File: src/rtl/atm_controller_param.sv
// ATM session controller. It accepts a card, collects an N_DIGITOS BCD PIN,
// counts wrong attempts up to a lockout, and then processes any number of
// deposits and withdrawals per card session. Withdrawals are limited by the
// balance and by a cumulative per-session limit. Idle sessions time out.
// ESTADO_DBG exposes the FSM state, encoded as:
// 0 ESPERA_TARJETA, 1 ESPERA_PIN, 2 VERIFICA, 3 ESPERA_MONTO, 4 PROCESA, 5 BLOQUEADO.
// Strobes: DIGITO_STB and MONTO_STB are one-cycle qualifiers. They are acted on
// only in the state that consumes them. There is no back-pressure, so a strobe
// that arrives in any other state is dropped.
module atm_controller_param #(
    parameter int N_DIGITOS       = 4,
    parameter int MAX_INTENTOS    = 3,
    parameter int ANCHO_MONTO     = 32,
    parameter int ANCHO_BALANCE   = 64,
    parameter int BALANCE_INICIAL = 0,
    parameter int LIMITE_RETIRO   = 1000,
    parameter int TIMEOUT_CICLOS  = 1000
) (
    input  logic                               CLK,
    input  logic                               RESET,
    input  logic                               TARJETA_RECIBIDA,
    input  logic [4*N_DIGITOS-1:0]             PIN,
    input  logic [3:0]                         DIGITO,
    input  logic                               DIGITO_STB,
    input  logic                               TIPO_TRANS,
    input  logic [ANCHO_MONTO-1:0]             MONTO,
    input  logic                               MONTO_STB,
    output logic [ANCHO_BALANCE-1:0]           BALANCE,
    output logic [$clog2(MAX_INTENTOS+1)-1:0]  INTENTOS_RESTANTES,
    output logic                               BALANCE_ACTUALIZADO,
    output logic                               ENTREGAR_DINERO,
    output logic                               FONDOS_INSUFICIENTES,
    output logic                               LIMITE_EXCEDIDO,
    output logic                               PIN_INCORRECTO,
    output logic                               TIEMPO_AGOTADO,
    output logic                               ADVERTENCIA,
    output logic                               BLOQUEO,
    output logic [2:0]                         ESTADO_DBG
);

    localparam int FW = $clog2(MAX_INTENTOS + 1);
    localparam int CW = $clog2(N_DIGITOS + 1);
    localparam int TW = $clog2(TIMEOUT_CICLOS + 1);
    localparam int DW = 4 * N_DIGITOS;
    localparam logic [ANCHO_BALANCE:0]   LIMITE_EXT = (ANCHO_BALANCE + 1)'(LIMITE_RETIRO);
    localparam logic [ANCHO_BALANCE-1:0] BAL_INI    = ANCHO_BALANCE'(BALANCE_INICIAL);

    typedef enum logic [2:0] {
        ESPERA_TARJETA = 3'd0,
        ESPERA_PIN     = 3'd1,
        VERIFICA       = 3'd2,
        ESPERA_MONTO   = 3'd3,
        PROCESA        = 3'd4,
        BLOQUEADO      = 3'd5
    } estado_t;

    estado_t                  state_q, state_d;
    logic [ANCHO_BALANCE-1:0] balance_q, balance_d;
    logic [FW-1:0]            fallos_q, fallos_d;
    logic [DW-1:0]            digitos_q, digitos_d;
    logic [CW-1:0]            cnt_q, cnt_d;
    logic [ANCHO_BALANCE-1:0] retirado_q, retirado_d;
    logic [TW-1:0]            timer_q, timer_d;
    logic [ANCHO_MONTO-1:0]   monto_q, monto_d;
    logic                     tipo_q, tipo_d;
    logic act_q, act_d, ent_q, ent_d, fondos_q, fondos_d, lim_q, lim_d;
    logic pinbad_q, pinbad_d, tiempo_q, tiempo_d;
    logic advert_q, bloqueo_q;
    logic [FW-1:0]            intentos_q;

    // Amounts are compared and summed one bit wider than the balance so that
    // saturation and the session-limit check cannot wrap.
    logic [ANCHO_BALANCE-1:0] monto_ext;
    logic [ANCHO_BALANCE:0]   suma;
    logic [ANCHO_BALANCE:0]   total_ret;

    assign monto_ext = ANCHO_BALANCE'(monto_q);
    assign suma      = {1'b0, balance_q} + {1'b0, monto_ext};
    assign total_ret = {1'b0, retirado_q} + {1'b0, monto_ext};

    // Next-state and pulse decode; card removal outranks strobes, strobes outrank timeout.
    always_comb begin
        state_d    = state_q;
        balance_d  = balance_q;
        fallos_d   = fallos_q;
        digitos_d  = digitos_q;
        cnt_d      = cnt_q;
        retirado_d = retirado_q;
        timer_d    = timer_q;
        monto_d    = monto_q;
        tipo_d     = tipo_q;
        act_d      = 1'b0;
        ent_d      = 1'b0;
        fondos_d   = 1'b0;
        lim_d      = 1'b0;
        pinbad_d   = 1'b0;
        tiempo_d   = 1'b0;
        case (state_q)
            ESPERA_TARJETA: begin
                digitos_d  = '0;
                cnt_d      = '0;
                timer_d    = '0;
                retirado_d = '0;
                if (TARJETA_RECIBIDA) state_d = ESPERA_PIN;
            end
            ESPERA_PIN: begin
                if (!TARJETA_RECIBIDA) begin
                    state_d = ESPERA_TARJETA;
                    timer_d = '0;
                end else if (DIGITO_STB) begin
                    digitos_d = (digitos_q << 4) | DW'(DIGITO);
                    timer_d   = '0;
                    if (cnt_q == CW'(N_DIGITOS - 1)) begin
                        cnt_d   = '0;
                        state_d = VERIFICA;
                    end else begin
                        cnt_d = cnt_q + CW'(1);
                    end
                end else if (timer_q == TW'(TIMEOUT_CICLOS - 1)) begin
                    tiempo_d = 1'b1;
                    timer_d  = '0;
                    state_d  = ESPERA_TARJETA;
                end else begin
                    timer_d = timer_q + TW'(1);
                end
            end
            VERIFICA: begin
                timer_d = '0;
                if (!TARJETA_RECIBIDA) begin
                    state_d = ESPERA_TARJETA;
                end else if (digitos_q == PIN) begin
                    fallos_d = '0;
                    state_d  = ESPERA_MONTO;
                end else begin
                    fallos_d = fallos_q + FW'(1);
                    pinbad_d = 1'b1;
                    if (fallos_q == FW'(MAX_INTENTOS - 1)) begin
                        state_d = BLOQUEADO;
                    end else begin
                        digitos_d = '0;
                        cnt_d     = '0;
                        state_d   = ESPERA_PIN;
                    end
                end
            end
            ESPERA_MONTO: begin
                if (!TARJETA_RECIBIDA) begin
                    state_d = ESPERA_TARJETA;
                    timer_d = '0;
                end else if (MONTO_STB) begin
                    monto_d = MONTO;
                    tipo_d  = TIPO_TRANS;
                    timer_d = '0;
                    state_d = PROCESA;
                end else if (timer_q == TW'(TIMEOUT_CICLOS - 1)) begin
                    tiempo_d = 1'b1;
                    timer_d  = '0;
                    state_d  = ESPERA_TARJETA;
                end else begin
                    timer_d = timer_q + TW'(1);
                end
            end
            PROCESA: begin
                timer_d = '0;
                state_d = TARJETA_RECIBIDA ? ESPERA_MONTO : ESPERA_TARJETA;
                if (!tipo_q) begin
                    balance_d = suma[ANCHO_BALANCE] ? '1 : suma[ANCHO_BALANCE-1:0];
                    act_d     = 1'b1;
                end else if (monto_ext > balance_q) begin
                    fondos_d = 1'b1;
                end else if (total_ret > LIMITE_EXT) begin
                    lim_d = 1'b1;
                end else begin
                    balance_d  = balance_q - monto_ext;
                    retirado_d = total_ret[ANCHO_BALANCE-1:0];
                    act_d      = 1'b1;
                    ent_d      = 1'b1;
                end
            end
            BLOQUEADO: begin
                state_d = BLOQUEADO;
            end
            default: begin
                state_d = ESPERA_TARJETA;
            end
        endcase
    end

    // State, datapath and registered outputs; RESET wins over every state.
    always_ff @(posedge CLK) begin
        if (RESET) begin
            state_q    <= ESPERA_TARJETA;
            balance_q  <= BAL_INI;
            fallos_q   <= '0;
            digitos_q  <= '0;
            cnt_q      <= '0;
            retirado_q <= '0;
            timer_q    <= '0;
            monto_q    <= '0;
            tipo_q     <= 1'b0;
            act_q      <= 1'b0;
            ent_q      <= 1'b0;
            fondos_q   <= 1'b0;
            lim_q      <= 1'b0;
            pinbad_q   <= 1'b0;
            tiempo_q   <= 1'b0;
            advert_q   <= 1'b0;
            bloqueo_q  <= 1'b0;
            intentos_q <= FW'(MAX_INTENTOS);
        end else begin
            state_q    <= state_d;
            balance_q  <= balance_d;
            fallos_q   <= fallos_d;
            digitos_q  <= digitos_d;
            cnt_q      <= cnt_d;
            retirado_q <= retirado_d;
            timer_q    <= timer_d;
            monto_q    <= monto_d;
            tipo_q     <= tipo_d;
            act_q      <= act_d;
            ent_q      <= ent_d;
            fondos_q   <= fondos_d;
            lim_q      <= lim_d;
            pinbad_q   <= pinbad_d;
            tiempo_q   <= tiempo_d;
            advert_q   <= (fallos_d == FW'(MAX_INTENTOS - 1));
            bloqueo_q  <= (state_d == BLOQUEADO);
            intentos_q <= FW'(MAX_INTENTOS) - fallos_d;
        end
    end

    assign BALANCE              = balance_q;
    assign INTENTOS_RESTANTES   = intentos_q;
    assign BALANCE_ACTUALIZADO  = act_q;
    assign ENTREGAR_DINERO      = ent_q;
    assign FONDOS_INSUFICIENTES = fondos_q;
    assign LIMITE_EXCEDIDO      = lim_q;
    assign PIN_INCORRECTO       = pinbad_q;
    assign TIEMPO_AGOTADO       = tiempo_q;
    assign ADVERTENCIA          = advert_q;
    assign BLOQUEO              = bloqueo_q;
    assign ESTADO_DBG           = state_q;

endmodule

File: config.mk
export PLATFORM = sky130hd
export DESIGN_NAME = atm_controller_param
export DESIGN_NICKNAME = d
export VERILOG_FILES = /design/src/rtl/atm_controller_param.sv
export SDC_FILE = /design/constraint.sdc
export NUM_CORES = 1
export LEC_CHECK = 0
export ABC_AREA = 1
export BUFFER_PORTS_ARGS = -buffer_cell sky130_fd_sc_hd__buf_2
export CAP_MARGIN = 15
export CORE_UTILIZATION = 45
export DETAILED_ROUTE_END_ITERATION = 7
export MAX_ROUTING_LAYER = met4
export PLACE_DENSITY = 0.7
export SYNTH_ARGS = -nofsm -noshare
export SYNTH_HDL_FRONTEND = slang
export SYNTH_SLANG_ARGS = --single-unit
File: constraint.sdc
create_clock -name CLK -period 3.4 [get_ports CLK]
set_input_delay 0.17 -clock CLK [delete_from_list [all_inputs] [get_ports CLK]]
set_output_delay 0.17 -clock CLK [all_outputs]
set_load 0.05 [all_outputs]
==> results.ini, run 1 <==
[synthesis]
ys_types = 54
synthCells = 3337
async_flop_share = 0
yosys.area_share.simple = 0.407
synthXorXnorAreaFrac = 0.0258
synth_fp_nets = 3497
netlist_area_sq_um = 19300
ys_seq_elements = 205
synth_top_family_by_area = simple AND/OR/NAND/NOR gates
yosysSeqAreaShare = 0.212
synthMuxAreaShare = 0.00104
ys.flop_type = dfxtp_1
yosysWarningCount = 0
synth_edf_count = 0
postSynthAreaPerCell_sq_um = 5.79
yosys.area_share.adder = 0.0672
synth_compound_area_frac = 0.159

[min_path]
hold_class = in2reg

[sta]
rsz0062_at_grt = yes
worst_slack_ns = -0.0125
fin_skew_ns = 0.0243
setup_viol = 1
finalCriticalPeriod_ns = 3.41
tns_ns = -0.0125
worst_pin_slew_ns = 0.944
whs_ns = 0.0400
relSlewSlack = 0.370
slew_viol_final = 0
period_share = 1.00
max_freq_mhz = 293
finalHoldViolations = 0

[placement]
pre_cts_ws_ns = -0.138
dp_hpwl_um = 57900
gp_congestion = 1.05
io_buffer_count = 134
place_inst = 4052

[flow_run]
max-cap-violations = 0

[grt]
antenna_found_initial = 2
grt_pass1_wl_um = 114000
grt_max_degree = 123
grt_pass1_vias = 20600
grt_overflow = 0
grt.total_usage = 0.337

[detailed_routing]
viasPerCell = 5.54
drt_iter0_drc = 2578
wirelength_um = 77000
firstDrtPassIters = 8
wl_per_cell_um = 18.5
num_vias = 23100
ant_nets = 0
drc_errors = 0

[layout]
final_cell_mix = nand2_1 (756), inv_1 (486), nor2_1 (408)
instances_no_fill = 4166
fin_util = 0.578
post_route_cells_drive_above_1_share = 0.191
syn_to_final_growth_pct = 26.1
fin_nets = 3768
antenna_cells = 0
mostFrequentLayoutCell = nand2_1

[clocking]
cts.sinks = 205
clk_pin_slew_ns = 0.06
cts_tree = yes
cts_root_buffer = clkbuf_16
cts-buffers-inserted = 26
h-tree-depth = 1
cts_max_path_buffers = 3
clk_latency_ns = 0.58

[floorplan]
die_area_sq_um = 43800
dieHeight_um = 209
io_pins = 135
die_w_um = 209
start_util = 0.459
rows = 75
core-area_sq_um = 42100

[status]
status = finished with violations
violations = setup timing

[setup_path]
crit_path_max_fanout = 8
critPathCaptureType = register
crit_required_ns = 3.88
critical_path_class = reg2reg
critical_path_arrival_ns = 3.89
start_kind = register

[power_and_ir_drop]
p_per_area_nw_per_um2 = 231
p_leak_nw = 11.9
peakVddDrop_mv = 0.377

## Yosys cell counts, types with 17 or more instances
cell type | n | share of area
inv_1 | 492 | 0.096
nand3_1 | 244 | 0.063
a31oi_1 | 18 | 0.0058
dfxtp_1 | 205 | 0.21
nand4_1 | 50 | 0.016
buf_2 | 23 | 0.0060
nor3b_1 | 26 | 0.010
clkbuf_1 | 69 | 0.013
a21oi_2 | 41 | 0.019
a21oi_1 | 238 | 0.062
a21o_1 | 18 | 0.0070
o21bai_1 | 17 | 0.0066
nor2_1 | 449 | 0.087
nor3_1 | 108 | 0.028
o21ai_0 | 172 | 0.045
nor4_1 | 20 | 0.0065
nand2_1 | 817 | 0.16
nand3b_1 | 28 | 0.011
xor2_1 | 47 | 0.021
ha_1 | 99 | 0.064
## metrics by stage
step | power [mW] | instance area [sq um]
after CTS | 5.65 | 22800
final | 5.64 | 24400
after detailed placement | 2.67 | 21400
after global placement | 2.67 | 21400
after floorplan | 2.58 | 19300
after global routing | 5.78 | 24400
## metal layers
layer | vias to the layer above | routed length (um) | GRT usage | share of wire
li1 | 11300 | - | - | -
met1 | 10500 | 34500 | 0.472 | 0.45
met2 | 1169 | 32400 | 0.495 | 0.42
met3 | 163 | 7190 | 0.0415 | 0.093
met4 | 0 | 3010 | 0.120 | 0.039
met5 | - | 0 | - | 0
## power breakdown
group / switching [mW] / internal (mW) / total [mW]
Sequential: 0.00630 / 2.41 / 2.41
Clock: 1.18 / 1.77 / 2.95
Combinational: 0.160 / 0.115 / 0.274
## cell type report
class                   count  area (sq um)
fillers                  4225         17800
multi-input cells        2515         13800
flip-flops and latches    205          4140
repair buffers            357          2900
inverters                 503          1890
clock buffers              34           701
well taps                 539           674
clock inverters            13           209
## path summary, 6_finish.rpt
check | startpoint | endpoint | slack [ns] | cells past startpoint
setup reg to reg | monto_q[0] | retirado_q[1] | -0.01 | 21
hold / removal | DIGITO_STB | TIEMPO_AGOTADO | 0.04 | 4
hold reg to reg | cnt_q[2] | cnt_q[2] | 0.45 | 2
setup / recovery | monto_q[0] | retirado_q[1] | -0.01 | 21
## state kept, by name, summed over array words and instances (netlist names)
| register | cells |
|---|---|
| ESTADO_DBG | 3 |
| ADVERTENCIA | 1 |
| BALANCE | 64 |
| retirado_q | 64 |
| PIN_INCORRECTO | 1 |
| fallos_q | 2 |
| monto_q | 32 |
| BALANCE_ACTUALIZADO | 1 |
| LIMITE_EXCEDIDO | 1 |
| FONDOS_INSUFICIENTES | 1 |
| cnt_q | 3 |
| ENTREGAR_DINERO | 1 |
| tipo_q | 1 |
| timer_q | 10 |
| digitos_q | 16 |
| BLOQUEO | 1 |
| TIEMPO_AGOTADO | 1 |
| INTENTOS_RESTANTES | 2 |
## cell families (layout without fill, tap and decap cells)
family	count (synthesis)	after routing
simple gates	1809	1810
buf+inv	618	907
compound gates	544	544
flops	205	205
fa+ha+maj	102	102
xor+xnor	57	57
mux	2	2
## critical path, stage by stage, from the launching register on
cell and delay, ns:
dfxtp_4 0.36, ha_4 0.16, fa_2 0.42, nand3_4 0.11, nor2_4 0.05, nand2_1 0.09, nand3_2 0.11, nand2_2 0.09
nand3b_1 0.23, nand2_1 0.19, nand3_1 0.08, nand2_1 0.09, nand3b_1 0.08, nor2_1 0.09, nand2_1 0.11, nor2_4 0.16
buf_4 0.15, nand4_4 0.13, nand2_8 0.21, clkbuf_16 0.21, nand2_1 0.05, a21oi_1 0.13
## repair_timing
item / 4_1_cts / 5_1_grt
setup buffers: 1 / 16
resized for setup: 16 / 278
pin swaps: 2 / 53
setup endpoints to repair: 120 / 130
hold endpoints to repair: 33 / 0
cloned: 2 / 16
hold buffers: 33 / 0
(Power assumes the default switching activity.)
==> run 2: changes to the inputs <==
--- a/config.mk
+++ b/config.mk
@@ -5,13 +5,13 @@
 export SDC_FILE = /design/constraint.sdc
 export NUM_CORES = 1
 export LEC_CHECK = 0
-export ABC_AREA = 1
 export BUFFER_PORTS_ARGS = -buffer_cell sky130_fd_sc_hd__buf_2
 export CAP_MARGIN = 15
 export CORE_UTILIZATION = 45
 export DETAILED_ROUTE_END_ITERATION = 7
 export MAX_ROUTING_LAYER = met4
-export PLACE_DENSITY = 0.7
+export PLACE_DENSITY = 0.71
+export SETUP_SLACK_MARGIN = 0.4
 export SYNTH_ARGS = -nofsm -noshare
 export SYNTH_HDL_FRONTEND = slang
 export SYNTH_SLANG_ARGS = --single-unit
==> run 2 against run 1 <==
Net effect: the flow still finishes with violations (setup timing); clock skew decreased by 0.0084 ns; area after synthesis decreased by 17%; routed wire length down 16%; sequential share of layout area rose by 0.69 points; synthesized cell count down 34%; core utilization up 10 points; non-clock buffer count grew 386; die area is 17% lower; largest power group unchanged.
==> results.ini, run 2 <==
[status]
status = finished with violations  ; unchanged
violations = setup timing  ; unchanged

[grt]
antenna_found_initial = 0  ; was 2
grt_max_degree = 83  ; was 123
grt_pass1_vias = 18700  ; was 20600
grt.total_usage = 0.359  ; was 0.337
grt_pass1_wl_um = 101000  ; was 114000 um
grt_overflow = 0  ; unchanged

[power_and_ir_drop]
swShare = 0.233  ; was 0.239
p_leak_nw = 10.3  ; was 11.9 nW
share_seq_of_total_power = 0.441  ; was 0.428
p_per_area_nw_per_um2 = 232  ; was 231 nW/um^2
peakVddDrop_mv = 0.391  ; was 0.377 mV
power_frac_comb = 0.041  ; was 0.049
internal_power_mw = 4.19  ; was 4.29 mW
clkPwrFrac = 0.518  ; was 0.524
switchingPower_mw = 1.27  ; was 1.35 mW

[flow_run]
max-cap-violations = 0  ; unchanged

[synthesis]
synth_fp_nets = 2347  ; was 3497
yosysSeqAreaShare = 0.257  ; was 0.212
yosysWarningCount = 0  ; unchanged
ys.flop_type = dfxtp_1  ; unchanged
ys_types = 94  ; was 54
yosysTopAreaCell = dfxtp_1  ; unchanged
synth_area_leaders = dfxtp_1 (26%), a21oi_1 (7.8%), ha_1 (7.8%), nand2_1 (6.6%), nor2_1 (4.4%)  ; was dfxtp_1 (21%), nand2_1 (16%), inv_1 (9.6%), nor2_1 (8.7%), ha_1 (6.4%)
ys_seq_elements = 205  ; unchanged
synth.most_common_cell = nand2_1  ; unchanged
synth_top_area_share = 0.257  ; was 0.212
async_flop_share = 0  ; unchanged
synthCells = 2187  ; was 3337
netlist_area_sq_um = 16000  ; was 19300 sq um
synth_edf_count = 0  ; unchanged
ys_top_cells_by_count = nand2_1 (280), a21oi_1 (250), dfxtp_1 (205)  ; was nand2_1 (817), inv_1 (492), nor2_1 (449)
postSynthAreaPerCell_sq_um = 7.29  ; was 5.79 sq um

[setup_path]
rr_startpoint = retirado_q[2]  ; was monto_q[0]
crit_required_ns = 3.87  ; was 3.88 ns
r2r_cells = 19  ; was 21
critical_path_arrival_ns = 4.84  ; was 3.89 ns
start_kind = register  ; unchanged
startpoint = retirado_q[2]  ; was monto_q[0]
crit_path_max_fanout = 5  ; was 8
critical_path_class = reg2reg  ; unchanged
r2r_slack_ns = -0.97  ; was -0.01 ns
r2r_end = BALANCE[1]  ; was retirado_q[1]
endpoint = BALANCE[1]  ; was retirado_q[1]
critPathCaptureType = register  ; unchanged

[floorplan]
core-area_sq_um = 34700  ; was 42100 sq um
io_pins = 135  ; unchanged
dieHeight_um = 190  ; was 209 um
die_area_sq_um = 36200  ; was 43800 sq um
start_util = 0.460  ; was 0.459
die_w_um = 190  ; was 209 um
rows = 68  ; was 75

[layout]
syn_to_final_growth_pct = 47.5  ; was 26.1%
final_cell_mix = buf_4 (535), nand2_1 (274), a21oi_1 (221)  ; was nand2_1 (756), inv_1 (486), nor2_1 (408)
mostFrequentLayoutCell = buf_4  ; was nand2_1
antenna_cells = 0  ; unchanged
multi_input_comb_area_sq_um = 11900  ; was 13800 sq um
seqCellArea_sq_um = 4160  ; was 4140 sq um
post_route_cells_drive_above_1_share = 0.337  ; was 0.191
nFillCells = 2868  ; was 4225
fin_util = 0.678  ; was 0.578
fin_nets = 2978  ; was 3768
instances_no_fill = 3290  ; was 4166

[clocking]
clk_pin_slew_ns = 0.06  ; about the same
h-tree-depth = 1  ; unchanged
cts-buffers-inserted = 25  ; was 26
cts_tree = yes  ; unchanged
clk_latency_ns = 0.56  ; was 0.58 ns
cts_root_buffer = clkbuf_16  ; unchanged
cts_max_path_buffers = 3  ; unchanged
cts.sinks = 205  ; unchanged

[detailed_routing]
drt_iter0_drc = 2111  ; was 2578
ant_nets = 0  ; unchanged
firstDrtPassIters = 6  ; was 8
wl_per_cell_um = 19.8  ; was 18.5 um
viasPerCell = 5.94  ; was 5.54
num_vias = 19500  ; was 23100
drc_errors = 0  ; unchanged
wirelength_um = 65000  ; was 77000 um

[placement]
dp_hpwl_um = 47800  ; was 57900 um
pre_cts_ws_ns = -0.952  ; was -0.138 ns
io_buffer_count = 134  ; unchanged
gp_congestion = 1.02  ; was 1.05
place_inst = 3164  ; was 4052

[min_path]
hold_class = in2reg  ; unchanged

[sta]
whs_ns = 0.137  ; was 0.0400 ns
finalCriticalPeriod_ns = 4.37  ; was 3.41 ns
rsz0062_at_grt = yes  ; unchanged
relSlewSlack = 0.345  ; was 0.370
max_freq_mhz = 229  ; was 293 MHz
fin_skew_ns = 0.0158  ; was 0.0243 ns
worst_pin_slew_ns = 0.983  ; was 0.944 ns
setup_viol = 131  ; was 1
slew_viol_final = 0  ; unchanged
finalHoldViolations = 0  ; unchanged
period_share = 1.28  ; was 1.00
worst_slack_ns = -0.966  ; was -0.0125 ns
tns_ns = -108.42  ; was -0.0125 ns

==> run 2: logic make-up (layout without fill, tap and decap cells) <==
kind of cell,Yosys count,count (layout),share of synthesized area
buffers and inverters,225,873,0.0552
AND/OR/NAND/NOR,888,888,0.274
XOR/XNOR,111,111,0.0609
AO/OA/AOI/OAI,638,638,0.259
flip-flops,205,205,0.257
multiplexers,18,18,0.0115
adder cells (fa/ha/maj),102,102,0.0814
==> run 2: routing by layer <==
layer | wire length, um | track usage
met1 | 27500 | 0.460
met2 | 29400 | 0.560
met3 | 4890 | 0.0510
met4 | 3140 | 0.159
met5 | 0 | -
==> run 2: worst max-delay path, stage by stage (launching register included) <==
cell and delay, ns:
dfxtp_1 0.33, ha_1 0.38, a211oi_4 0.09, buf_6 0.13, o211ai_4 0.19, nand2_2 0.10
o41ai_4 0.39, a41oi_2 0.25, or3_1 0.41, a22o_1 0.22, or4_4 0.44, nor3_4 0.22
nand3_4 0.17, a21oi_4 0.23, buf_6 0.16, buf_12 0.10, buf_16 0.11, buf_12 0.12
o211ai_1 0.08, a21oi_1 0.15
==> run 2: through the flow <==
step	power [mW]	area [sq um]
2_1_floorplan	2.56	16500
3_3_place_gp	2.63	21100
3_5_place_dp	2.64	21100
4_1_cts	5.48	23200
5_1_grt	5.61	23500
6_report	5.46	23500
==> run 2: worst min-delay path by stage <==
stage	slack [ns]	depth (start not counted)	start	end
after floorplan	0.30	2	MONTO[4]	monto_q[4]
after global placement	0.42	3	MONTO[7]	monto_q[7]
after detailed placement	0.42	3	MONTO[11]	monto_q[11]
after CTS	0.09	2	RESET	PIN_INCORRECTO
after global routing	0.14	2	RESET	PIN_INCORRECTO
final	0.14	2	RESET	PIN_INCORRECTO
==> run 2: timing repair <==
| item | CTS | global route |
|---|---|---|
| resized for setup | 120 | 50 |
| hold buffers | 39 | 0 |
| buffers inserted | 26 | 12 |
| setup endpoints to repair | 132 | 132 |
| endpoints found under the hold margin | 39 | 0 |
| cloned | 5 | 0 |
| pin swaps | 43 | 33 |
==> run 2: final cells by class <==
class / instances / share of cell area
Multi-Input combinational cell: 1757 / 0.507
Timing Repair Buffer: 743 / 0.242
Sequential cell: 205 / 0.177
Clock buffer: 36 / 0.0309
Tap cell: 455 / 0.0242
Inverter: 86 / 0.0137
Clock inverter: 8 / 0.00505
==> run 2: power by group through the flow <==
stage                     registers, mW  clock network, mW  logic (mW)
after global placement             2.46                  0       0.170
after floorplan                    2.47                  0      0.0939
after detailed placement           2.46                  0       0.173
final                              2.41               2.83       0.221
after global routing               2.41               2.96       0.235
after CTS                          2.41               2.86       0.213
